### config.mk
export PLATFORM = sky130hd
export DESIGN_NAME = alu_operand_loader
export DESIGN_NICKNAME = d
export VERILOG_FILES = /design/src/rtl/alu_pkg.sv /design/src/rtl/btn_conditioner.sv /design/src/rtl/alu_operand_loader.sv
export SDC_FILE = /design/constraint.sdc
export NUM_CORES = 1
export LEC_CHECK = 0
export BUFFER_PORTS_ARGS = -buffer_cell sky130_fd_sc_hd__buf_2
export CELL_PAD_IN_SITES_DETAIL_PLACEMENT = 0
export CELL_PAD_IN_SITES_GLOBAL_PLACEMENT = 2
export CORE_MARGIN = 4
export CORE_UTILIZATION = 34
export CTS_BUF_LIST = sky130_fd_sc_hd__clkbuf_8
export DETAILED_ROUTE_END_ITERATION = 10
export GPL_ROUTABILITY_DRIVEN = 0
export HOLD_SLACK_MARGIN = 0.02
export MAX_ROUTING_LAYER = met4
export PLACE_DENSITY = 0.85
export SYNTH_ARGS = -nofsm -noshare
export SYNTH_HDL_FRONTEND = slang
export SYNTH_HIERARCHICAL = 1
export SYNTH_SLANG_ARGS = --single-unit
### constraint.sdc
create_clock -name clk -period 1.9 [get_ports clk]
set_clock_uncertainty 0.2 [all_clocks]
set_input_delay 0.19 -clock clk [delete_from_list [all_inputs] [get_ports clk]]
set_output_delay 0.19 -clock clk [all_outputs]
set_load 0.005 [all_outputs]
### src/rtl/alu_pkg.sv
// Shared types and constants for the 6-bit ALU: widths, opcodes, loader FSM states, stage LED codes.
package alu_pkg;

    localparam int DATA_W = 6;
    localparam int OP_W   = 3;

    typedef logic [OP_W-1:0] opcode_t;

    localparam opcode_t OP_ADD = 3'd0;
    localparam opcode_t OP_SUB = 3'd1;
    localparam opcode_t OP_MUL = 3'd2;
    localparam opcode_t OP_AND = 3'd3;
    localparam opcode_t OP_OR  = 3'd4;
    localparam opcode_t OP_XOR = 3'd5;
    localparam opcode_t OP_MAX = OP_XOR;

    typedef enum logic [2:0] {
        S_A,
        S_B,
        S_OP,
        S_EXEC,
        S_HOLD
    } state_t;

    // S_EXEC and S_HOLD share one LED code.
    localparam logic [1:0] STAGE_A    = 2'd0;
    localparam logic [1:0] STAGE_B    = 2'd1;
    localparam logic [1:0] STAGE_OP   = 2'd2;
    localparam logic [1:0] STAGE_HOLD = 2'd3;

endpackage

### src/rtl/btn_conditioner.sv
// Push-button front end: 2-FF synchronizer, optional debounce (DEBOUNCE_EN), rising-edge detect.
// Produces a single-cycle pulse per press; a held button yields one pulse only.
module btn_conditioner #(
    parameter int DEBOUNCE_CYCLES = 16
) (
    input  logic clk,
    input  logic rst_n,
    input  logic btn,
    output logic pulse
);

    logic sync_1;
    logic sync_2;

    // NOTE: sequential state always uses non-blocking assignments so every flop samples pre-edge values.
    always_ff @(posedge clk or negedge rst_n) begin
        if (!rst_n) begin
            sync_1 <= 1'b0;
            sync_2 <= 1'b0;
        end else begin
            sync_1 <= btn;
            sync_2 <= sync_1;
        end
    end

`ifdef DEBOUNCE_EN
    localparam int CNT_W = $clog2(DEBOUNCE_CYCLES + 1);

    logic [CNT_W-1:0] cnt;
    logic             level;

    // The accepted level flips only after the opposite level has been seen for
    // DEBOUNCE_CYCLES consecutive samples; this applies to release as well as press.
    always_ff @(posedge clk or negedge rst_n) begin
        if (!rst_n) begin
            cnt   <= '0;
            level <= 1'b0;
            pulse <= 1'b0;
        end else begin
            pulse <= 1'b0;
            if (sync_2 == level) begin
                cnt <= '0;
            end else if (cnt == CNT_W'(DEBOUNCE_CYCLES - 1)) begin
                level <= sync_2;
                cnt   <= '0;
                pulse <= sync_2;
            end else begin
                cnt <= cnt + 1'b1;
            end
        end
    end
`else
    logic prev;

    always_ff @(posedge clk or negedge rst_n) begin
        if (!rst_n) begin
            prev <= 1'b0;
        end else begin
            prev <= sync_2;
        end
    end

    assign pulse = sync_2 & ~prev;
`endif

endmodule

### src/rtl/alu_operand_loader.sv
// Sequential operand/opcode loader for the 6-bit ALU: one Enter press per item, then a start strobe.
// Optional build macro DEBOUNCE_EN enables the button debounce counter.
module alu_operand_loader
    import alu_pkg::*;
#(
    parameter int DEBOUNCE_CYCLES = 16
) (
    input  logic              clk,
    input  logic              rst_n,
    input  logic [DATA_W-1:0] sw,
    input  logic              btn_enter,
    input  logic              clr,
    output logic [DATA_W-1:0] op_a,
    output logic [DATA_W-1:0] op_b,
    output logic [OP_W-1:0]   op_code,
    output logic              start,
    output logic              op_err,
    output logic [1:0]        stage
);

    logic   ent;
    state_t state;

    btn_conditioner #(
        .DEBOUNCE_CYCLES(DEBOUNCE_CYCLES)
    ) u_enter (
        .clk  (clk),
        .rst_n(rst_n),
        .btn  (btn_enter),
        .pulse(ent)
    );

    // All outputs are registered alongside the state, so stage/start change on the same edge as state.
    always_ff @(posedge clk or negedge rst_n) begin
        if (!rst_n) begin
            state   <= S_A;
            op_a    <= '0;
            op_b    <= '0;
            op_code <= '0;
            op_err  <= 1'b0;
            start   <= 1'b0;
            stage   <= STAGE_A;
        end else if (clr) begin
            // clr wins over a coincident ent; that press is simply dropped.
            state   <= S_A;
            op_a    <= '0;
            op_b    <= '0;
            op_code <= '0;
            op_err  <= 1'b0;
            start   <= 1'b0;
            stage   <= STAGE_A;
        end else begin
            start <= 1'b0;
            case (state)
                S_A: begin
                    if (ent) begin
                        op_a  <= sw;
                        state <= S_B;
                        stage <= STAGE_B;
                    end
                end
                S_B: begin
                    if (ent) begin
                        op_b  <= sw;
                        state <= S_OP;
                        stage <= STAGE_OP;
                    end
                end
                S_OP: begin
                    if (ent) begin
                        if (sw[OP_W-1:0] <= OP_MAX) begin
                            op_code <= sw[OP_W-1:0];
                            op_err  <= 1'b0;
                            start   <= 1'b1;
                            state   <= S_EXEC;
                            stage   <= STAGE_HOLD;
                        end else begin
                            op_err <= 1'b1;
                        end
                    end
                end
                S_EXEC: begin
                    state <= S_HOLD;
                end
                S_HOLD: begin
                    // A press here loads the next A directly, skipping a separate "new op" press.
                    if (ent) begin
                        op_a  <= sw;
                        state <= S_B;
                        stage <= STAGE_B;
                    end
                end
                default: begin
                    state <= S_A;
                    stage <= STAGE_A;
                end
            endcase
        end
    end

endmodule

==> flow_metrics.env, run 1 <==
export IMPL_status="finished clean"
export IMPL_cts_tree="yes"
export IMPL_cpPeakStageDelay_ns=0.49
export IMPL_setup_viol=0
export IMPL_crit_path_cell_trace="maj3_2 -> nor3_4 -> nor2_1 -> o221a_2"
export IMPL_min_from="sw[2]"
export IMPL_grt_max_degree=26
export IMPL_synth_ff_type="dfrtp_1"
export IMPL_coreArea_um2=3128
export IMPL_layoutNonFillerInstCount=180
export IMPL_clk_latency_ns=0.26
export IMPL_cts_root_buffer="clkbuf_8"
export IMPL_vdd_drop_max_mv=0.3081
export IMPL_finalCriticalPeriod_ns=1.702
export IMPL_max_slew_worst_pin_slew_ns=0.5545
export IMPL_num_io_pins=29
export IMPL_num_nets_final=147
export IMPL_holdWs_ns=0.04257
export IMPL_ys_warn_count=6
export IMPL_dieArea_um2=4347
export IMPL_relSlewSlack=0.6303
export IMPL_groute_usage_overall=0.1220
export IMPL_max_freq_ghz=0.5874
export IMPL_num_rows=20
export IMPL_hold_path_class="primary input to flop"
export IMPL_cp_num_buf_inv=0
export IMPL_vias=853
export IMPL_fin_tns_setup_ns=0
export IMPL_syn_area_per_cell_um2=11.41
export IMPL_top_usage_layer="met2"
export IMPL_first_pass_iters=4
export IMPL_grt_pass1_wl_mm=4.008
export IMPL_critPathMaxFanout=9
export IMPL_die_width_um=65.93
export IMPL_grt_use_met3=0.02211
export IMPL_io_buffer_count=28
export IMPL_fin_util=0.4568
export IMPL_clkTransAtPathRegs_ns=0.08
export IMPL_dp_cells=170
export IMPL_vias_per_cell=4.739
export IMPL_drt_drc_violations_left=0
export IMPL_grtUsageMet2=0.1890
export IMPL_clockBufferDepth=2
export IMPL_pwr_density_cell_nw_per_um2=707.1
export IMPL_slowest_stage="dfrtp_1"
export IMPL_crit_start="state[2]"
export IMPL_antenna_found_initial=0
export IMPL_drive_gt1_frac=0.3162
export IMPL_hold_viol=0
export IMPL_syn_to_final_growth_pct=25.22
export IMPL_synth_common_cells="dfrtp_1, nor2_1, mux2i_1"
export IMPL_rsz0062_at_grt="false"
export IMPL_synth_edf_count=0
export IMPL_p_leak_uw=0.0006880
export IMPL_drv_cap=0
export IMPL_crit_arrival_ns=1.66
export IMPL_cts_resized_gates=0
export IMPL_worstSetupEndpointType="flop"
export IMPL_ys_seq_area_frac=0.5482
export IMPL_finalMaxSlewViolations=0
export IMPL_drt_wl_total_mm=2.274
export IMPL_wl_per_cell_um=12.63
export IMPL_dr_first_iter_drc_count=18
export IMPL_die_y_um=65.93
export IMPL_grt_overflow_total=0
export IMPL_synth_most_common_cell="dfrtp_1"
export IMPL_path_delay_family="flip-flops"
export IMPL_synth_area_um2=1141
export IMPL_total_power_uw=1010
export IMPL_ys_ff_latch=25
export IMPL_grt_pass1_vias=914
export IMPL_cts_sink_count=25
export IMPL_synthArstFlopShare=1.000
export IMPL_gr_usage_met1=0.1597
export IMPL_postRouteAntennaNets=0
export IMPL_post_cts_buffers=0
export IMPL_start_util=0.3648
export IMPL_cts_buffers=3
export IMPL_cp_start_kind="flop"
export IMPL_h_tree_depth=1
export IMPL_synth_top_area_cell="dfrtp_1"
export IMPL_synthesis_nets=110
export IMPL_hpwlAfterDp_mm=1.675
export IMPL_netlist_area_leader_share=0.5482
export IMPL_syn_inst=100
export IMPL_reg2reg_from="state[2]"
export IMPL_antenna_cells=0
export IMPL_synthTopCellsByArea="dfrtp_1, mux2i_1, nor2_1, nand2_1, nor3_1"
export IMPL_fin_crit_sh=0.8960
export IMPL_worstSetupPathType="flop to flop"
export IMPL_fillers=304
export IMPL_synth_cell_type_count=30
export IMPL_crit_required_ns=1.85
-- metal layers --
metal  up-vias  routed length, um  share of wire
met5         -                  0              0
met4         0                 10         0.0044
met3         2                 98          0.043
met2        19               1062           0.47
met1       419               1103           0.49
li1        413                  -              -
-- logic make-up after synthesis --
kind of cell / count (synthesis) / synth area share
AO/OA/AOI/OAI: 8 / 0.05263
adder cells (fa/ha/maj): 1 / 0.009868
buffers and inverters: 6 / 0.03398
flip-flops: 25 / 0.5482
multiplexers: 14 / 0.1239
AND/OR/NAND/NOR: 46 / 0.2314
-- timing repair --
| item | 4_1_cts | 5_1_grt |
|---|---|---|
| hold buffers | 6 | 0 |
| endpoints found under the setup margin | 0 | 0 |
| endpoints found under the hold margin | 35 | 0 |
-- power breakdown --
group          leakage [uW]  internal [uW]  switching, uW
logic              0.000324           69.2           73.5
registers          0.000337            552           16.1
clock network     0.0000269            144            155
-- layout make-up --
type | count | area [um^2] | share of cell area
flip-flops and latches | 25 | 625.6 | 0.4378
multi-input cells | 69 | 476.7 | 0.3336
repair buffers | 37 | 222.7 | 0.1559
well taps | 44 | 55.05 | 0.03853
clock buffers | 3 | 41.29 | 0.02890
clock inverters | 1 | 3.754 | 0.002627
inverters | 1 | 3.754 | 0.002627
-- flip-flops by register name, summed over array words and instances, names as in the netlist, 2 cells and up --
name,flops
op_a,6
op_b,6
op_code,3
state,3
stage,2
-- worst min-delay path, delay by kind of cell --
family	cells	cell delay, ns
simple gates	1	0.08
mux	1	0.08
buf+inv	1	0.12
-- placed cells by master (no fill, tap or decap), types with 2 or more instances in the layout --
master         count
dfrtp_1           25
nor3_1             5
nor2_1            21
dlygate4sd3_1      6
a21oi_1            3
clkbuf_8           3
inv_1              2
mux2i_1           13
buf_2             28
nand2_1            8
buf_4              3
-- path summary, 6_finish.rpt --
check,slack (ns),cells after the start,end
max in group asynchronous,0.88,2,op_b[4]
worst max register to register,0.20,4,stage[0]
worst min-delay path,0.04,3,op_a[2]
worst max-delay path,0.20,4,stage[0]
min in group asynchronous,0.25,2,stage[0]
worst min register to register,0.15,0,u_enter/sync_2
-- per-stage QoR --
stage	setup WS (ns)	instance area, um^2
global placement	0.2117	1324
detailed placement	0.1987	1324
CTS	0.1932	1429
global route	0.1128	1429
floorplan	0.3006	1141
finish	0.1976	1429
Power figures use the tool's default switching activity.
==> run 2: changes to the inputs <==
--- a/config.mk
+++ b/config.mk
@@ -5,17 +5,19 @@
 export SDC_FILE = /design/constraint.sdc
 export NUM_CORES = 1
 export LEC_CHECK = 0
+export ABC_AREA = 1
 export BUFFER_PORTS_ARGS = -buffer_cell sky130_fd_sc_hd__buf_2
 export CELL_PAD_IN_SITES_DETAIL_PLACEMENT = 0
 export CELL_PAD_IN_SITES_GLOBAL_PLACEMENT = 2
-export CORE_MARGIN = 4
-export CORE_UTILIZATION = 34
+export CORE_MARGIN = 3
+export CORE_UTILIZATION = 31
 export CTS_BUF_LIST = sky130_fd_sc_hd__clkbuf_8
 export DETAILED_ROUTE_END_ITERATION = 10
 export GPL_ROUTABILITY_DRIVEN = 0
 export HOLD_SLACK_MARGIN = 0.02
 export MAX_ROUTING_LAYER = met4
-export PLACE_DENSITY = 0.85
+export PLACE_DENSITY = 0.86
+export SKIP_CTS_REPAIR_TIMING = 1
 export SYNTH_ARGS = -nofsm -noshare
 export SYNTH_HDL_FRONTEND = slang
 export SYNTH_HIERARCHICAL = 1
==> run 2 against run 1 <==
  * Sequential share of layout area increased by 2.7 points
  * Hold slack barely moved
  * Maximum frequency is 9.0% higher
  * Flip-flop and latch count stayed put
  * Non-clock buffer count fell by 6
  * Via count rose by 5.2%
  * Core utilization shrank 3.7 points
  * Critical path type unchanged
  * Largest power group unchanged
==> flow_metrics.env, run 2 <==
export IMPL_synth_top_area_cell="dfrtp_1"
export IMPL_rsz0062_at_grt="false"
export IMPL_synthesis_nets=141
export IMPL_cpPeakStageDelay_ns=0.45
export IMPL_m1WireLength_mm=1.119
export IMPL_cp_start_kind="flop"
export IMPL_synthArstFlopShare=1.000
export IMPL_grt_max_degree=26
export IMPL_start_util=0.3430
export IMPL_io_buffer_count=28
export IMPL_synth_area_um2=1099
export IMPL_wl_met2_mm=1.116
export IMPL_cts_tree="yes"
export IMPL_grt_pass1_vias=889
export IMPL_hold_viol=0
export IMPL_wl_per_cell_um=11.32
export IMPL_syn_inst=131
export IMPL_postRouteAntennaNets=0
export IMPL_num_nets_final=174
export IMPL_drt_wl_total_mm=2.344
export IMPL_first_pass_iters=4
export IMPL_holdWs_ns=0.04236
export IMPL_syn_area_per_cell_um2=8.386
export IMPL_synth_common_cells="nand2_1, dfrtp_1, inv_1"
export IMPL_vdd_drop_max_mv=0.4688
export IMPL_synth_ff_type="dfrtp_1"
export IMPL_routed_top_layer="met4"
export IMPL_dr_first_iter_drc_count=40
export IMPL_p_leak_uw=0.0007616
export IMPL_coreArea_um2=3203
export IMPL_netlist_area_leader_share=0.5695
export IMPL_groute_usage_overall=0.1286
export IMPL_vias=897
export IMPL_vias_per_cell=4.333
export IMPL_worstSetupPathType="flop to flop"
export IMPL_crit_path_cell_trace="nor2_1 -> nand2_1 -> o21ai_2 -> o21ai_0"
export IMPL_fin_util=0.4199
export IMPL_drt_drc_violations_left=0
export IMPL_die_y_um=65.53
export IMPL_ys_seq_area_frac=0.5695
export IMPL_synth_edf_count=0
export IMPL_crit_arrival_ns=1.50
export IMPL_critPathMaxFanout=12
export IMPL_finalCriticalPeriod_ns=1.561
export IMPL_drv_cap=0
export IMPL_grt_overflow_total=0
export IMPL_finalMaxSlewViolations=0
export IMPL_syn_to_final_growth_pct=22.44
export IMPL_clk_latency_ns=0.26
export IMPL_max_slew_worst_pin_slew_ns=0.5617
export IMPL_slowest_stage="dfrtp_1"
export IMPL_clkTransAtPathRegs_ns=0.08
export IMPL_top_regs="op_a: 6 flops, op_b: 6 flops"
export IMPL_h_tree_depth=1
export IMPL_dr_wl_met3_um=96
export IMPL_setup_viol=0
export IMPL_synth_cell_type_count=19
export IMPL_ys_warn_count=6
export IMPL_dieArea_um2=4294
export IMPL_num_rows=20
export IMPL_cts_root_buffer="clkbuf_8"
export IMPL_clockBufferDepth=2
export IMPL_hpwlAfterDp_mm=1.767
export IMPL_crit_required_ns=1.84
export IMPL_synth_most_common_cell="nand2_1"
export IMPL_drive_gt1_frac=0.2454
export IMPL_cts_buffers=3
export IMPL_status="finished clean"
export IMPL_max_freq_ghz=0.6405
export IMPL_design_area_um2=1345
export IMPL_fin_tns_setup_ns=0
export IMPL_layout_common_cells="nand2_1, buf_2, inv_1, dfrtp_1, o21ai_0"
export IMPL_cts_sink_count=25
export IMPL_hold_path_class="primary input to flop"
export IMPL_die_width_um=65.53
export IMPL_antenna_cells=0
export IMPL_layout_commonest_cell="nand2_1"
export IMPL_synthTopCellsByArea="dfrtp_1, nand2_1, inv_1, o21ai_0, nor2_1"
export IMPL_pwr_density_cell_nw_per_um2=942.4
export IMPL_antenna_found_initial=0
export IMPL_grt_pass1_wl_mm=4.195
export IMPL_worstSetupEndpointType="flop"
export IMPL_dpl_cell_area_um2=1280
export IMPL_fin_crit_sh=0.8218
export IMPL_ys_ff_latch=25
export IMPL_num_io_pins=29
export IMPL_relSlewSlack=0.6255
-- run 2: cell types whose count changed in the layout (fill, tap and decap cells not counted), moves of 11 or more --
| cell | delta |
|---|---|
| inv_1 | +23 |
| nor2_1 | -11 |
| nand2_1 | +29 |
| o21ai_0 | +11 |
| mux2i_1 | -13 |
-- run 2: critical path, delay by kind of cell (launching register included) --
family	cells	cell delay (ns)
flip-flops	1	0.45
AND/OR/NAND/NOR	2	0.30
AO/OA/AOI/OAI	2	0.49
-- run 2: path summary, 6_finish.rpt --
check                                    start             end  slack (ns)  cells past startpoint
worst max-delay path                  state[2]         op_b[3]        0.34                      4
worst min-delay path                     sw[5]         op_b[5]        0.04                      5
worst max register to register        state[2]         op_b[3]        0.34                      4
worst min register to register  u_enter/sync_1  u_enter/sync_2        0.16                      0
max in group asynchronous                rst_n         op_a[3]        0.88                      2
min in group asynchronous                rst_n        state[0]        0.25                      2
-- run 2: where the power goes --
part / internal [uW] / total (uW) / switching, uW
combinational: 115 / 297 / 182
sequential: 604 / 665 / 60.6
clock: 144 / 305 / 161
-- run 2: layer usage --
| metal | global-route usage | vias up |
|---|---|---|
| met4 | 0.03886 | 0 |
| met1 | 0.1735 | 414 |
| met5 | - | - |
| met3 | 0.02564 | 2 |
| li1 | - | 461 |
| met2 | 0.1960 | 20 |
-- run 2: cells by family after synthesis --
family / after synthesis / synth area share
simple gates: 57 / 0.2153
flops: 25 / 0.5695
buf+inv: 29 / 0.1082
compound gates: 20 / 0.1071
-- run 2: area by class of cell --
type | instances | area (um^2)
Tap cell | 44 | 55.05
Inverter | 26 | 97.59
Clock buffer | 3 | 41.29
Fill cell | 360 | 1858
Clock inverter | 1 | 3.754
Sequential cell | 25 | 625.6
Timing Repair Buffer | 31 | 167.7
Multi-Input combinational cell | 77 | 354.1
-- run 2: per-stage QoR --
step / setup WS (ns) / power (uW) / cells
3_3_place_gp: 0.4254 / 966.6 / 201
4_1_cts: 0.3295 / 1284 / 205
6_report: 0.3386 / 1268 / 207
3_5_place_dp: 0.3265 / 972.9 / 201
2_1_floorplan: 0.4958 / 854.5 / 131
5_1_grt: 0.08486 / 1367 / 207
==> run 3: changes to the inputs <==
==> constraint.sdc (replaced) <==
create_clock -name clk -period 1.6 [get_ports clk]
set_clock_uncertainty 0.2 [all_clocks]
set_input_delay 0.16 -clock clk [delete_from_list [all_inputs] [get_ports clk]]
set_output_delay 0.16 -clock clk [all_outputs]
set_load 0.005 [all_outputs]
==> run 3 against run 2 <==
  * Flip-flop and latch count stayed put
  * Cell count is 2.4% higher
  * Combinational power is 26% higher
  * Clock power increased by 24%
  * Largest cell class unchanged
  * Hold slack worse by 0.030 ns
  * Critical path depth rose by 3
  * Largest power group unchanged
  * Design area increased by 4.8%
  * Sequential share of layout area down 2.1 points
  * Core utilization increased by 2.0 points
==> flow_metrics.env, run 3 (synthesized netlist as in run 2, its figures left out) <==
export IMPL_num_rows=20
export IMPL_clk_latency_ns=0.27
export IMPL_coreArea_um2=3203
export IMPL_grt_overflow_total=0
export IMPL_regToRegSetupSlack_ns=0.1
export IMPL_grt_pass1_wl_mm=4.091
export IMPL_num_nets_final=179
export IMPL_finalCriticalPeriod_ns=1.500
export IMPL_crit_required_ns=1.59
export IMPL_grt_pass1_vias=896
export IMPL_fin_ws_ns=0.09980
export IMPL_vdd_drop_max_mv=0.7220
export IMPL_worstSetupPathType="flop to flop"
export IMPL_p_leak_uw=0.0007799
export IMPL_hold_path_class="primary input to flop"
export IMPL_worstSetupEndpointType="flop"
export IMPL_cts_tree="yes"
export IMPL_max_slew_worst_pin_slew_ns=0.5570
export IMPL_vias=929
export IMPL_critPathMaxFanout=6
export IMPL_num_io_pins=29
export IMPL_crit_arrival_ns=1.49
export IMPL_first_pass_iters=4
export IMPL_hpwlAfterDp_mm=1.730
export IMPL_layout_commonest_cell="nand2_1"
export IMPL_finalMaxSlewViolations=0
export IMPL_clkTransAtPathRegs_ns=0.09
export IMPL_status="finished clean"
export IMPL_cts_sink_count=25
export IMPL_regArea_um2=626.9
export IMPL_h_tree_depth=1
export IMPL_groute_usage_overall=0.1267
export IMPL_top_regs="op_a: 6 flops, op_b: 6 flops"
export IMPL_drt_drc_violations_left=0
export IMPL_fin_tns_setup_ns=0
export IMPL_rr_worst_depth=7
export IMPL_pre_cts_ws_ns=0.1041
export IMPL_fin_crit_sh=0.9376
export IMPL_hold_viol=0
export IMPL_rsz0062_at_grt="false"
export IMPL_vias_per_cell=4.382
export IMPL_postRouteAntennaNets=0
export IMPL_drive_gt1_frac=0.2917
export IMPL_setup_viol=0
export IMPL_grt_max_degree=26
export IMPL_drv_cap=0
export IMPL_cp_start_kind="flop"
export IMPL_antenna_found_initial=0
export IMPL_wl_per_cell_um=11.35
export IMPL_min_from="sw[4]"
export IMPL_relSlewSlack=0.6286
export IMPL_io_buffer_count=28
export IMPL_die_y_um=65.53
export IMPL_layout_common_cells="nand2_1, buf_2, dfrtp_1, inv_1"
export IMPL_pwr_density_cell_nw_per_um2=1098
export IMPL_cts_buffers=3
export IMPL_fillers=344
export IMPL_dr_first_iter_drc_count=29
export IMPL_antenna_cells=0
export IMPL_max_freq_ghz=0.6666
export IMPL_clockBufferDepth=2
export IMPL_syn_to_final_growth_pct=28.36
export IMPL_drt_wl_total_mm=2.407
export IMPL_die_width_um=65.53
export IMPL_dieArea_um2=4294
export IMPL_multi_input_area_um2=370.4
export IMPL_start_util=0.3430
export IMPL_whs_path_depth=5
export IMPL_r2r_end="op_a[2]"
export IMPL_reg2reg_from="u_enter/sync_2"
export IMPL_min_delay_worst_endpoint="op_a[4]"
export IMPL_cts_root_buffer="clkbuf_8"
[run 3: cell type report]
class / count / area share
Multi-Input combinational cell: 77 / 0.2626
Tap cell: 44 / 0.03904
Timing Repair Buffer: 36 / 0.1500
Sequential cell: 25 / 0.4445
Clock inverter: 1 / 0.005324
Clock buffer: 3 / 0.02928
Inverter: 26 / 0.06921
[run 3: how the worst max path moves through the flow]
stage	start	end	slack [ns]	cells past startpoint
5_1_grt	u_enter/sync_2	op_a[1]	0.005	7
4_1_cts	u_enter/sync_2	op_a[1]	0.06	7
2_1_floorplan	u_enter/prev	op_a[0]	0.20	5
3_5_place_dp	u_enter/sync_2	op_a[1]	0.10	7
6_report	u_enter/sync_2	op_a[2]	0.1	7
3_3_place_gp	u_enter/prev	op_a[1]	0.17	6
[run 3: critical path, cell delays in order, from the launching register on]
cell     delay (ns)
dfrtp_1        0.37
inv_2          0.05
nor2_4         0.15
inv_2          0.07
o31ai_4        0.27
buf_4          0.19
nand2_1        0.05
o21ai_0        0.07
[run 3: layer usage]
layer | track usage | share of wire | up-vias
met1 | 0.1518 | 0.45 | 430
met2 | 0.2061 | 0.47 | 23
li1 | - | - | 471
met3 | 0.03761 | 0.062 | 5
met5 | - | 0 | -
met4 | 0.03886 | 0.012 | 0
[run 3: report_power, final]
part | total, uW | switching [uW] | internal (uW)
sequential | 797 | 76.9 | 720
combinational | 375 | 221 | 154
clock | 377 | 201 | 176
total | 1550 | 499 | 1050
[run 3: metrics by stage]
stage / utilization / total power (uW) / cell area [um^2] / hold WS [ns] / instances
after floorplan: - / 1015 / 1099 / -0.3356 / 131
after global placement: 0.4020 / 1149 / 1287 / -0.01491 / 202
after detailed placement: 0.4020 / 1157 / 1287 / -0.01424 / 202
after CTS: 0.4172 / 1543 / 1336 / -0.3132 / 206
after global routing: 0.4402 / 1679 / 1410 / 0.02025 / 212
final: 0.4402 / 1549 / 1410 / 0.01255 / 212
